--- src/rtl/performance_sequencer_if.sv ---
// Event RAM bus between the record/playback sequencer and its single-port RAM.
interface performance_sequencer_if #(
  parameter int unsigned NKEYS  = 28,
  parameter int unsigned ADDR_W = 10,
  parameter int unsigned TIME_W = 20
);
  logic [ADDR_W-1:0]       mem_addr;
  logic [TIME_W+NKEYS-1:0] mem_wdata;
  logic                    mem_we;
  logic [TIME_W+NKEYS-1:0] mem_rdata;

  modport master (
    output mem_addr,
    output mem_wdata,
    output mem_we,
    input  mem_rdata
  );

  modport slave (
    input  mem_addr,
    input  mem_wdata,
    input  mem_we,
    output mem_rdata
  );
endinterface

--- src/rtl/performance_sequencer.sv ---
// Record/playback controller: timestamps key-vector changes into an event RAM while
// recording, and replays them to the note path at the recorded times during playback.
module performance_sequencer #(
  parameter int unsigned NKEYS  = 28,
  parameter int unsigned ADDR_W = 10,
  parameter int unsigned TIME_W = 20
) (
  input  logic                    clk,
  input  logic                    reset,
  input  logic [2:0]              mode,
  input  logic                    tick,
  input  logic [NKEYS-1:0]        keyState,
  performance_sequencer_if.master mem,
  output logic [NKEYS-1:0]        playKeys,
  output logic [ADDR_W:0]         eventCount,
  output logic                    recFull,
  output logic                    playDone
);

  // Pointer value meaning "RAM full" (2**ADDR_W).
  localparam logic [ADDR_W:0] DepthVal = {1'b1, {ADDR_W{1'b0}}};

  typedef enum logic [2:0] {
    StIdle,
    StRec,
    StPbFetch,
    StPbWait,
    StPbHold,
    StPbDone
  } seqState_t;

  seqState_t          state, stateNext;
  logic [TIME_W-1:0]  timeNow;
  logic [ADDR_W:0]    wrPtr;
  logic [ADDR_W:0]    rdPtr;
  logic [NKEYS-1:0]   lastKeys;
  logic [TIME_W-1:0]  evTime;
  logic [NKEYS-1:0]   evKeys;

  logic inPb;
  logic keyChange;
  logic goIdle;
  logic recEntry;
  logic pbEntry;
  logic doWrite;
  logic dropEvent;
  logic playEvent;

  assign inPb = (state == StPbFetch) || (state == StPbWait) ||
                (state == StPbHold)  || (state == StPbDone);
  assign keyChange = (keyState != lastKeys);

  // State register.
  always_ff @(posedge clk) begin
    if (reset) begin
      state <= StIdle;
    end else begin
      state <= stateNext;
    end
  end

  // Mode decode overrides the per-state sequencing; entries take priority over normal flow.
  always_comb begin
    stateNext = state;
    goIdle    = 1'b0;
    recEntry  = 1'b0;
    pbEntry   = 1'b0;
    doWrite   = 1'b0;
    dropEvent = 1'b0;
    playEvent = 1'b0;
    if (mode == 3'd0 || mode >= 3'd4) begin
      goIdle    = 1'b1;
      stateNext = StIdle;
    end else if (mode == 3'd3 || (mode == 3'd2 && !inPb)) begin
      // Mode 3 holds the block in a freshly cleared fetch state.
      pbEntry   = 1'b1;
      stateNext = StPbFetch;
    end else if (mode == 3'd1 && state != StRec) begin
      recEntry  = 1'b1;
      stateNext = StRec;
    end else begin
      unique case (state)
        StRec: begin
          if (keyChange) begin
            if (wrPtr < DepthVal) doWrite = 1'b1;
            else                  dropEvent = 1'b1;
          end
        end
        StPbFetch: stateNext = (rdPtr == eventCount) ? StPbDone : StPbWait;
        StPbWait:  stateNext = StPbHold;
        StPbHold: begin
          if (timeNow >= evTime) begin
            playEvent = 1'b1;
            stateNext = StPbFetch;
          end
        end
        default: ;
      endcase
    end
  end

  // RAM bus drive; address is the write pointer in REC and the read pointer when fetching.
  always_comb begin
    mem.mem_we    = doWrite && !reset;
    mem.mem_wdata = {timeNow, keyState};
    mem.mem_addr  = '0;
    if (!reset) begin
      if (state == StRec)          mem.mem_addr = wrPtr[ADDR_W-1:0];
      else if (state == StPbFetch) mem.mem_addr = rdPtr[ADDR_W-1:0];
    end
  end

  // Datapath registers: time base, pointers, captured event and replay outputs.
  always_ff @(posedge clk) begin
    if (reset) begin
      timeNow    <= '0;
      wrPtr      <= '0;
      rdPtr      <= '0;
      lastKeys   <= '0;
      evTime     <= '0;
      evKeys     <= '0;
      playKeys   <= '0;
      eventCount <= '0;
      recFull    <= 1'b0;
      playDone   <= 1'b0;
    end else begin
      // Entry clears below override this increment.
      if (tick && (timeNow != '1) && (state == StRec || inPb)) begin
        timeNow <= timeNow + 1'b1;
      end
      if (goIdle) begin
        playKeys <= '0;
        playDone <= 1'b0;
      end else if (recEntry) begin
        timeNow    <= '0;
        wrPtr      <= '0;
        lastKeys   <= '0;
        recFull    <= 1'b0;
        eventCount <= '0;
      end else if (pbEntry) begin
        timeNow  <= '0;
        rdPtr    <= '0;
        playKeys <= '0;
        playDone <= 1'b0;
      end else begin
        if (state == StRec) lastKeys <= keyState;
        if (doWrite) begin
          wrPtr      <= wrPtr + 1'b1;
          eventCount <= eventCount + 1'b1;
        end
        if (dropEvent) recFull <= 1'b1;
        if (state == StPbWait) begin
          evTime <= mem.mem_rdata[TIME_W+NKEYS-1:NKEYS];
          evKeys <= mem.mem_rdata[NKEYS-1:0];
        end
        if (playEvent) begin
          playKeys <= evKeys;
          rdPtr    <= rdPtr + 1'b1;
        end
        if (stateNext == StPbDone) begin
          playDone <= 1'b1;
          playKeys <= '0;
        end
      end
    end
  end

endmodule
--- src/flat_wrapper.sv ---
// flat-port wrapper written by rule: the top's interface ports become plain ports
module performance_sequencer_flat 
#(
  parameter int unsigned NKEYS  = 28,
  parameter int unsigned ADDR_W = 10,
  parameter int unsigned TIME_W = 20
)
  (clk, reset, mode, tick, keyState, playKeys, eventCount, recFull, playDone, mem_mem_addr, mem_mem_wdata, mem_mem_we, mem_mem_rdata);
  performance_sequencer_if #(.NKEYS(NKEYS), .ADDR_W(ADDR_W), .TIME_W(TIME_W)) mem_i ();
  input  logic clk;
  input  logic reset;
  input  logic [2:0] mode;
  input  logic tick;
  input  logic [NKEYS-1:0] keyState;
  output logic [NKEYS-1:0] playKeys;
  output logic [ADDR_W:0] eventCount;
  output logic recFull;
  output logic playDone;
  output wire logic [$bits(mem_i.mem_addr)-1:0] mem_mem_addr;
  output wire logic [$bits(mem_i.mem_wdata)-1:0] mem_mem_wdata;
  output wire logic [$bits(mem_i.mem_we)-1:0] mem_mem_we;
  input wire logic [$bits(mem_i.mem_rdata)-1:0] mem_mem_rdata;
  assign mem_mem_addr = mem_i.mem_addr;
  assign mem_mem_wdata = mem_i.mem_wdata;
  assign mem_mem_we = mem_i.mem_we;
  assign mem_i.mem_rdata = mem_mem_rdata;
  performance_sequencer #(.NKEYS(NKEYS), .ADDR_W(ADDR_W), .TIME_W(TIME_W)) u_core (.clk(clk), .reset(reset), .mode(mode), .tick(tick), .keyState(keyState), .mem(mem_i), .playKeys(playKeys), .eventCount(eventCount), .recFull(recFull), .playDone(playDone));
endmodule
--- config.mk ---
export PLATFORM = sky130hd
export DESIGN_NAME = performance_sequencer_flat
export DESIGN_NICKNAME = d
export VERILOG_FILES = /design/src/rtl/performance_sequencer_if.sv /design/src/rtl/performance_sequencer.sv /design/src/flat_wrapper.sv
export SDC_FILE = /design/constraint.sdc
export NUM_CORES = 1
export LEC_CHECK = 0
export BUFFER_PORTS_ARGS = -buffer_cell sky130_fd_sc_hd__buf_4
export CORE_AREA = 2 2 125 127
export DETAILED_ROUTE_END_ITERATION = 7
export DIE_AREA = 0 0 127 129
export GPL_TIMING_DRIVEN = 0
export PLACE_DENSITY = 0.89
export SYNTH_ARGS = -nofsm -noshare
export SYNTH_HDL_FRONTEND = slang
export SYNTH_SLANG_ARGS = --single-unit
--- constraint.sdc ---
create_clock -name clk -period 3 [get_ports clk]
set_input_delay 0.3 -clock clk [delete_from_list [all_inputs] [get_ports clk]]
set_output_delay 0.3 -clock clk [all_outputs]
set_load 0.05 [all_outputs]
==> out/qor.csv, run 1 <==
stage,metric,value,unit
critical_path,Crit. End Element,flip-flop,
critical_path,"setup slack, reg-to-reg",0.18,ns
synth,Avg Inst Size Synth,8.142,sq um
power,total power,4.708,mW
timing,Setup TNS Final,0,ns
power,cell leakage power,3.943,nW
clock_network,Worst-path clk slew,0.06,ns
synth,Yosys warning count,0,
timing,slew margin rel.,44.91,%
critical_path,Setup CP Type,flip-flop to flip-flop,
grt,GRT Residual Overflow,0,
drt,DRT antenna net count,0,
critical_path,critical path peak fanout,10,
synth,Post-synth EDFFs,0,
min_path,Hold WC Path Type,input pin to flip-flop,
floorplanning,Initial Util,52.90,%
clock_network,# resized after CTS,0,
clock_network,Clock Latency Late Sink,0.42,ns
grt,largest net degree at the start of global routing,17,
floorplanning,DIE WIDTH,127,um
synth,Cell variety after synth,54,
floorplanning,Site Rows,45,
timing,setup ws final,0.1819,ns
floorplanning,full die area,16380,sq um
cells_and_area,total of fill cells in the finished design,1232,
drt,Post-Route WL,21840,um
place,IO buf count,180,
cells_and_area,Layout area overhead,27.34,%
clock_network,# hold bufs at CTS,0,
synth,post-synthesis sequential area ratio,40.93,%
place,HPWL Detailed,16070,um
synth,Gate Count Post-Synth,973,
drt,drt drc,0,
critical_path,critical path data required time,3.31,ns
drt,DR vias,7749,
power,Sequential Power Share,45.8,%
cells_and_area,"leading cell type in the layout, fill and taps excluded",buf_4,
place,Final Wtd Congestion,0.9165,
power,internal power,3.622,mW
timing,RSZ-0062 raised after global routing,false,
grt,met2 Resource Use GR,45.19,%
clock_network,H-tree levels,4,
power,VDD IR max,0.0003722,V
grt,GR Layer Usage met3,5.821,%
clock_network,Setup Buffers After CTS,0,
grt,antenna violations before repair,0,
grt,vias in the first global route,7237,
timing,Max Freq,0.3548,GHz
cells_and_area,highest-count cells in the layout ignoring fill and taps,"buf_4, dfxtp_1, nand2_1",
job,number of max-cap violations,0,
power,Sw Share,23.08,%
clock_network,CTS max path bufs,2,
drt,vias per cell,5.656,
timing,final setup fails,0,
floorplanning,core area,14980,sq um
timing,Final period util,93.94,%
grt,gr busiest metal,met2,
clock_network,CTS Sinks,162,
cells_and_area,ANT cells,0,
synth,ys flop type,dfxtp_1,
critical_path,crit path DAT,3.12,ns
timing,Final Max Slew Viols,0,
timing,Tightest Pin Transition,0.8194,ns
min_path,Hold Crit Depth,3,
grt,first-pass GRT wire length,35050,um
power,net switching power of the design,1.087,mW
min_path,Worst Hold End,u_core.evKeys[22]$_SDFFE_PP0P_,
power,combinational share of power,7.9,%
floorplanning,Die Ht,129,um
timing,Clock Skews,0.005504,ns
outcome,status,finished clean,
drt,DR WL/cell,15.94,um
drt,DR iter-0 viols,520,
synth,Syn Nets,1079,
place,Setup WS pre-CTS,0.2619,ns
grt,met1 GRT Util,32.87,%
cells_and_area,share of layout cells above drive strength 1,21.15,%
floorplanning,IO Pins,182,
min_path,HP Start,mem_mem_rdata[22],
synth,mapped cell area,7923,sq um
timing,Period minus WS final,2.818,ns
grt,GRT Total Usage,26.63,%
synth,ys async rst share,0,%
clock_network,cts bufs inserted,17,
critical_path,reg2reg end,u_core.playKeys[23]$_SDFFE_PP0P_,
timing,final hold vios,0,
clock_network,Root Buffer,clkbuf_16,
power,Clk network pwr share,46.3,%
critical_path,R2R Path Start,u_core.timeNow[13]$_SDFF_PP0_,
clock_network,CTS tree,yes,
power,Pwr Density,466.7,nW/um^2
cells_and_area,nets@finish,1278,
critical_path,startpoint class of the critical path,flip-flop,
synth,Yosys reg bits,162,
drt,drt pass-1 iters,8,
critical_path,FF-to-FF path depth,9,
==> worst max path at each step <==
stage,end,slack (ns),start,depth (start not counted)
after floorplan,u_core.playKeys[10]$_SDFFE_PP0P_,0.25,u_core.timeNow[2]$_SDFF_PP0_,9
after global placement,u_core.playKeys[22]$_SDFFE_PP0P_,0.32,u_core.timeNow[2]$_SDFF_PP0_,9
after detailed placement,u_core.playKeys[23]$_SDFFE_PP0P_,0.26,u_core.timeNow[2]$_SDFF_PP0_,9
after CTS,u_core.playKeys[8]$_SDFFE_PP0P_,0.22,u_core.timeNow[13]$_SDFF_PP0_,9
after global routing,u_core.playKeys[23]$_SDFFE_PP0P_,0.07,u_core.timeNow[11]$_SDFF_PP0_,9
final,u_core.playKeys[23]$_SDFFE_PP0P_,0.18,u_core.timeNow[13]$_SDFF_PP0_,9
==> logic make-up after synthesis <==
family	after synthesis	synth area share, %
buffers and inverters	115	7.138
flip-flops	162	40.93
multiplexers	16	2.021
XOR/XNOR	62	6.854
AND/OR/NAND/NOR	370	21.54
AO/OA/AOI/OAI	224	17.72
adder cells (fa/ha/maj)	24	3.790
==> critical path, cell delays in order (launching register included) <==
cell and delay, ns:
dfxtp_1 0.50, ha_1 0.32, nand4_1 0.17, nor2_1 0.08, and3_1 0.23, o41a_1 0.40
buf_6 0.16, o31ai_4 0.55, buf_6 0.23, a21oi_1 0.05
==> stage by stage <==
stage | std cells | hold WS, ns | cell area [sq um] | utilization, %
2_1_floorplan | 973 | 0.4360 | 7923 | -
3_3_place_gp | 1341 | 0.4399 | 9509 | 63.49
3_5_place_dp | 1341 | 0.4465 | 9509 | 63.49
4_1_cts | 1370 | 0.1137 | 10090 | 67.36
5_1_grt | 1370 | 0.1118 | 10090 | 67.36
6_report | 1370 | 0.1232 | 10090 | 67.36
==> per-layer routing <==
layer / up-vias / wire length (um)
li1: 3773 / -
met1: 3613 / 9080
met2: 309 / 10750
met3: 54 / 1414
met4: 0 / 592
met5: - / 0
==> layout make-up <==
| cell class | instances | area (sq um) | area share, % |
|---|---|---|---|
| multi-input cells | 696 | 4114 | 40.78 |
| repair buffers | 180 | 1351 | 13.39 |
| clock inverters | 9 | 132.6 | 1.315 |
| well taps | 188 | 235.2 | 2.332 |
| plain buffers | 86 | 456.7 | 4.527 |
| clock buffers | 20 | 446.7 | 4.428 |
| inverters | 29 | 108.9 | 1.079 |
| flip-flops and latches | 162 | 3243 | 32.15 |
==> cell usage after synthesis, types with 3 or more instances <==
library cell	n	area, sq um
dfxtp_1	162	3243
nand2_1	146	548.0
a21oi_1	105	525.5
nor2_1	76	285.3
nand3_1	52	260.3
clkbuf_1	46	172.7
xor2_1	45	394.1
a22oi_1	38	285.3
o21ai_0	35	175.2
inv_1	29	108.9
buf_4	28	210.2
ha_1	24	300.3
nand4_1	22	137.6
xnor2_1	17	148.9
mux2i_1	16	160.2
or3_1	16	100.1
and3_1	13	81.33
nor3_1	10	50.05
nor4_1	10	62.56
a2111o_1	8	90.09
o21ai_1	7	35.03
nand2b_1	6	37.54
nor2b_1	6	37.54
a2111oi_0	4	35.03
a21o_1	4	30.03
buf_1	4	15.01
buf_2	4	20.02
and2_1	3	18.77
and4_1	3	26.28
buf_6	3	33.78
o211ai_1	3	22.52
==> registers in the layout, summed over array words and instances, names as in the netlist <==
name and count:
u_core.evKeys 28, u_core.lastKeys 28, u_core.playKeys 28, u_core.evTime 20, u_core.timeNow 20, u_core.eventCount 11, u_core.rdPtr 11, u_core.wrPtr 11
u_core.state 3, u_core.playDone 1, u_core.recFull 1
==> power by group through the flow <==
| stage | Sequential (mW) | Combinational (mW) | Clock [mW] |
|---|---|---|---|
| final | 2.15 | 0.371 | 2.18 |
| after global routing | 2.15 | 0.397 | 2.27 |
| after CTS | 2.15 | 0.370 | 2.19 |
| after detailed placement | 2.20 | 0.368 | 0 |
| after global placement | 2.20 | 0.363 | 0 |
| after floorplan | 2.20 | 0.200 | 0 |
No activity file was read; power rests on OpenSTA's default activity.
==> inputs of run 2 (changes only) <==
CORE_AREA = 2 2 144 146   (was 2 2 125 127)
DIE_AREA = 0 0 146 148   (was 0 0 127 129)
PLACE_DENSITY = 0.73   (was 0.89)
==> run 2 against run 1 <==
Cell area rose by 1.1%. Non-clock buffer count unchanged. Largest power group unchanged. Routed wire length is 0.63% higher. Clock power about the same. Core utilization shrank 16 points.
==> out/qor.csv, run 2 (synthesized netlist as in run 1, its figures left out) <==
stage,metric,value,unit
drt,DRT antenna net count,0,
clock_network,CTS max path bufs,2,
power,cell leakage power,3.933,nW
critical_path,startpoint class of the critical path,flip-flop,
clock_network,# resized after CTS,0,
drt,DR WL/cell,15.11,um
floorplanning,DIE WIDTH,146,um
drt,drt pass-1 iters,5,
floorplanning,Initial Util,39.54,%
critical_path,Crit. End Element,flip-flop,
grt,gr busiest metal,met2,
timing,Final Max Slew Viols,0,
clock_network,# hold bufs at CTS,0,
clock_network,Setup Buffers After CTS,0,
floorplanning,full die area,21610,sq um
drt,vias per cell,5.175,
critical_path,crit path DAT,3.14,ns
drt,DR vias,7524,
power,total power,4.730,mW
floorplanning,Site Rows,52,
grt,GRT Total Usage,20.29,%
timing,Setup TNS Final,0,ns
job,number of max-cap violations,0,
cells_and_area,Final Non-Filler Cells,1454,
cells_and_area,nets@finish,1278,
floorplanning,core area,20040,sq um
clock_network,CTS Sinks,162,
power,VDD IR max,0.0004027,V
place,Final Wtd Congestion,0.9073,
floorplanning,Die Ht,148,um
cells_and_area,biggest regs,"u_core.evKeys (28), u_core.lastKeys (28), u_core.playKeys (28)",
min_path,Hold WC Path Type,input pin to flip-flop,
critical_path,critical path data required time,3.31,ns
cells_and_area,Reg area,3243,sq um
grt,met1 GRT Util,26.38,%
timing,Tightest Pin Transition,0.7985,ns
floorplanning,IO Pins,182,
timing,RSZ-0062 raised after global routing,false,
timing,Max Freq,0.3540,GHz
grt,largest net degree at the start of global routing,17,
cells_and_area,Post-Layout Inst Area,10200,sq um
clock_network,CTS tree,yes,
timing,final hold vios,0,
clock_network,Root Buffer,clkbuf_16,
grt,met2 Resource Use GR,33.47,%
timing,Clock Skews,0.01075,ns
place,placed cell count,1423,
drt,drt drc,0,
outcome,status,finished clean,
timing,slew margin rel.,45.39,%
clock_network,cts bufs inserted,17,
place,Area after DPL,9612,sq um
timing,Period minus WS final,2.825,ns
timing,final setup fails,0,
grt,GRT Residual Overflow,0,
place,HPWL Detailed,16490,um
grt,GR Layer Usage met3,5.000,%
cells_and_area,"leading cell type in the layout, fill and taps excluded",buf_4,
grt,vias in the first global route,7024,
drt,DR iter-0 viols,483,
timing,worst hold margin,0.1181,ns
clock_network,Clock Latency Late Sink,0.42,ns
power,Pwr Density,463.6,nW/um^2
critical_path,critical path peak fanout,10,
clock_network,H-tree levels,4,
critical_path,Setup CP Type,flip-flop to flip-flop,
place,IO buf count,180,
grt,first-pass GRT wire length,35480,um
cells_and_area,Multi-input gate area,4114,sq um
cells_and_area,Layout area overhead,28.77,%
cells_and_area,share of layout cells above drive strength 1,21.28,%
cells_and_area,total of fill cells in the finished design,1993,
cells_and_area,ANT cells,0,
cells_and_area,highest-count cells in the layout ignoring fill and taps,"buf_4, dfxtp_1, nand2_1",
timing,Final period util,94.17,%
grt,antenna violations before repair,0,
clock_network,Worst-path clk slew,0.07,ns
drt,Post-Route WL,21980,um
## run 2: cell types whose count changed in the layout (fill, tap and decap cells not counted)
cell        change
clkbuf_8        -1
clkinv_2        -1
clkinvlp_4      +4
## run 2: cell type report
cell class | instances | share of cell area, %
clock buffer | 19 | 4.243
sequential | 162 | 31.79
inverter | 29 | 1.067
multi-input combinational | 696 | 40.32
buffer | 86 | 4.476
tap | 270 | 3.311
clock inverter | 12 | 1.545
timing repair buffer | 180 | 13.25
## run 2: where the power goes
group / internal, mW / switching (mW)
Clock: 1.31 / 0.894
Combinational: 0.150 / 0.224
Sequential: 2.15 / 0.00193
Total: 3.61 / 1.12
## run 2: final timing paths
check                                                        end                           start  slack [ns]  cells after the start
worst min-delay path              u_core.evTime[18]$_SDFFE_PP0P_               mem_mem_rdata[46]        0.12                      3
worst max-delay path            u_core.playKeys[16]$_SDFFE_PP0P_    u_core.timeNow[2]$_SDFF_PP0_        0.17                      9
worst max register to register  u_core.playKeys[16]$_SDFFE_PP0P_    u_core.timeNow[2]$_SDFF_PP0_        0.17                      9
worst min register to register    u_core.evTime[16]$_SDFFE_PP0P_  u_core.evTime[16]$_SDFFE_PP0P_        0.45                      2
## run 2: worst max-delay path, cell delays in order, from the launching register on
cell	delay, ns
dfxtp_1	0.49
ha_1	0.30
a211oi_1	0.21
o21ai_1	0.09
and3_1	0.21
o41a_1	0.39
buf_6	0.16
o31ai_4	0.57
buf_6	0.23
a21oi_1	0.05
## run 2: layer usage
metal | share of wire (%) | routed length (um)
met1 | 45 | 9880
met2 | 47 | 10400
met3 | 6.0 | 1310
met4 | 1.8 | 389
met5 | 0 | 0
## run 2: through the flow
| stage | setup WS, ns | util (%) |
|---|---|---|
| after floorplan | 0.2453 | - |
| after global placement | 0.2449 | 47.96 |
| after detailed placement | 0.1980 | 47.96 |
| after CTS | 0.1885 | 50.91 |
| after global routing | 0.02149 | 50.91 |
| final | 0.1750 | 50.91 |
==> inputs of run 3 (changes only) <==
PLACE_DENSITY = 0.66   (was 0.73)
==> run 3 against run 2 <==
Count of clock-buffer cells in the layout rose by 4. Via count fell by 0.31%. First-iteration DRC count fell by 33%. Register-to-register slack improved by 0.06 ns. Sequential cell count did not move. Setup slack improved by 0.058 ns. Clock power fell by 5%. Power fell by 2.4%. Worst hold slack got worse by 0.0011 ns. Cell area fell by 0.22%.
==> out/qor.csv, run 3 (synthesized netlist as in run 1, its figures left out) <==
stage,metric,value,unit
drt,DRT antenna net count,0,
timing,final hold vios,0,
place,Setup WS pre-CTS,0.2336,ns
timing,Period minus WS final,2.767,ns
min_path,Hold Crit Depth,3,
critical_path,FF-to-FF path depth,9,
power,Sw Share,24.61,%
clock_network,Worst-path clk slew,0.06,ns
cells_and_area,Layout area overhead,28.49,%
critical_path,reg2reg end,u_core.playKeys[9]$_SDFFE_PP0P_,
clock_network,Root Buffer,clkbuf_16,
drt,DR vias,7501,
critical_path,startpoint class of the critical path,flip-flop,
power,Sequential Power Share,46.6,%
power,VDD IR max,0.0004255,V
clock_network,CTS tree,yes,
cells_and_area,share of layout cells above drive strength 1,21.43,%
critical_path,critical path peak fanout,10,
critical_path,critical path data required time,3.31,ns
cells_and_area,highest-count cells in the layout ignoring fill and taps,"buf_4, dfxtp_1, nand2_1",
timing,Final period util,92.23,%
power,internal power,3.482,mW
timing,worst hold margin,0.1170,ns
grt,vias in the first global route,6955,
drt,Post-Route WL,22310,um
timing,Setup TNS Final,0,ns
grt,antenna violations before repair,0,
power,net switching power of the design,1.136,mW
timing,Final Max Slew Viols,0,
floorplanning,Die Ht,148,um
cells_and_area,total of fill cells in the finished design,2034,
place,HPWL Detailed,16620,um
critical_path,Bufs and invs on worst path,2,
drt,drt pass-1 iters,5,
clock_network,Setup Buffers After CTS,0,
clock_network,# hold bufs at CTS,0,
cells_and_area,ANT cells,0,
critical_path,"setup slack, reg-to-reg",0.23,ns
grt,GRT Residual Overflow,0,
clock_network,# resized after CTS,0,
critical_path,"Cell Chain, Critical Path",ha_1 -> a211oi_1 -> o21ai_1 -> and3_1 -> o41a_1 -> buf_6 -> o31ai_4 -> buf_6 -> a21oi_1,
grt,first-pass GRT wire length,35620,um
floorplanning,Site Rows,52,
drt,DR iter-0 viols,324,
critical_path,slowest cell on the critical path,o31ai_4,
power,cell leakage power,3.945,nW
floorplanning,DIE WIDTH,146,um
clock_network,CTS max path bufs,2,
timing,slew margin rel.,48.70,%
power,combinational share of power,8.1,%
timing,final setup fails,0,
cells_and_area,biggest regs,"u_core.evKeys (28), u_core.lastKeys (28), u_core.playKeys (28)",
place,IO buf count,180,
min_path,Hold WC Path Type,input pin to flip-flop,
critical_path,R2R Path Start,u_core.timeNow[2]$_SDFF_PP0_,
timing,Clock Skews,0.01210,ns
drt,drt drc,0,
power,total power,4.618,mW
floorplanning,full die area,21610,sq um
place,Final Wtd Congestion,0.8949,
floorplanning,core area,20040,sq um
critical_path,Crit. End Element,flip-flop,
critical_path,CP most frequent cell,buf_6,
clock_network,Clock Latency Late Sink,0.43,ns
timing,setup ws final,0.2330,ns
drt,DR WL/cell,15.33,um
timing,Max Freq,0.3614,GHz
clock_network,cts bufs inserted,17,
grt,GRT Total Usage,20.36,%
critical_path,CP peak stage delay,0.54,ns
power,Clk network pwr share,45.3,%
drt,vias per cell,5.155,
critical_path,"Largest delay share family, worst path",compound AO/OA/AOI/OAI gates,
min_path,HP Start,mem_mem_rdata[16],
timing,RSZ-0062 raised after global routing,false,
cells_and_area,"leading cell type in the layout, fill and taps excluded",buf_4,
floorplanning,Initial Util,39.54,%
min_path,Worst Hold End,u_core.evKeys[16]$_SDFFE_PP0P_,
timing,Tightest Pin Transition,0.7629,ns
clock_network,H-tree levels,4,
power,Pwr Density,453.6,nW/um^2
critical_path,Setup CP Type,flip-flop to flip-flop,
grt,largest net degree at the start of global routing,17,
critical_path,crit path DAT,3.08,ns
floorplanning,IO Pins,182,
outcome,status,finished clean,
clock_network,CTS Sinks,162,
job,number of max-cap violations,0,
cells_and_area,nets@finish,1278,
[run 3: cell count changes in the layout (fill, tap and decap cells not counted), moves of 3 or more]
cell	previous run	this run
bufinv_16	3	0
clkbuf_8	0	5
clkinv_4	0	3
clkinvlp_4	6	1
[run 3: how the worst max path moves through the flow]
stage,startpoint,endpoint,cells after the start
3_3_place_gp,u_core.timeNow[2]$_SDFF_PP0_,u_core.playKeys[17]$_SDFFE_PP0P_,9
6_report,u_core.timeNow[2]$_SDFF_PP0_,u_core.playKeys[9]$_SDFFE_PP0P_,9
4_1_cts,u_core.timeNow[2]$_SDFF_PP0_,u_core.playKeys[9]$_SDFFE_PP0P_,9
2_1_floorplan,u_core.timeNow[2]$_SDFF_PP0_,u_core.playKeys[10]$_SDFFE_PP0P_,9
5_1_grt,u_core.timeNow[2]$_SDFF_PP0_,u_core.playKeys[9]$_SDFFE_PP0P_,9
3_5_place_dp,u_core.timeNow[19]$_SDFF_PP0_,u_core.playKeys[9]$_SDFFE_PP0P_,9
[run 3: layout make-up]
type                    instances  area [sq um]  area share [%]
plain buffers                  86         456.7           4.486
clock buffers                  23         498.0           4.892
clock inverters                 9         70.07          0.6883
inverters                      29         108.9           1.069
multi-input cells             696          4114           40.41
flip-flops and latches        162          3243           31.86
well taps                     270         337.8           3.319
repair buffers                180          1351           13.27
[run 3: metal layers]
layer / share of wire [%] / vias to the layer above / wire length (um) / GRT usage (%)
li1: - / 3785 / - / -
met1: 44 / 3470 / 9919 / 26.37
met2: 48 / 213 / 10620 / 33.49
met3: 5.9 / 33 / 1326 / 4.568
met4: 2.0 / 0 / 440 / 7.282
met5: 0 / - / 0 / 0
[run 3: per-stage QoR]
step	cells	instance area (sq um)	utilization, %
finish	1455	10180	50.80
global route	1455	10180	50.80
CTS	1455	10180	50.80
detailed placement	1423	9612	47.96
global placement	1423	9612	47.96
floorplan	973	7923	-
[run 3: power groups by stage]
stage	clock network, mW	logic [mW]	registers, mW
global placement	0	0.371	2.20
CTS	2.12	0.374	2.15
finish	2.09	0.372	2.15
detailed placement	0	0.373	2.20
floorplan	0	0.200	2.20
global route	2.23	0.398	2.15
[run 3: tightest hold or removal path, cell delays in order]
cell	delay (ns)
buf_4	0.11
nand2_1	0.05
a21oi_1	0.05
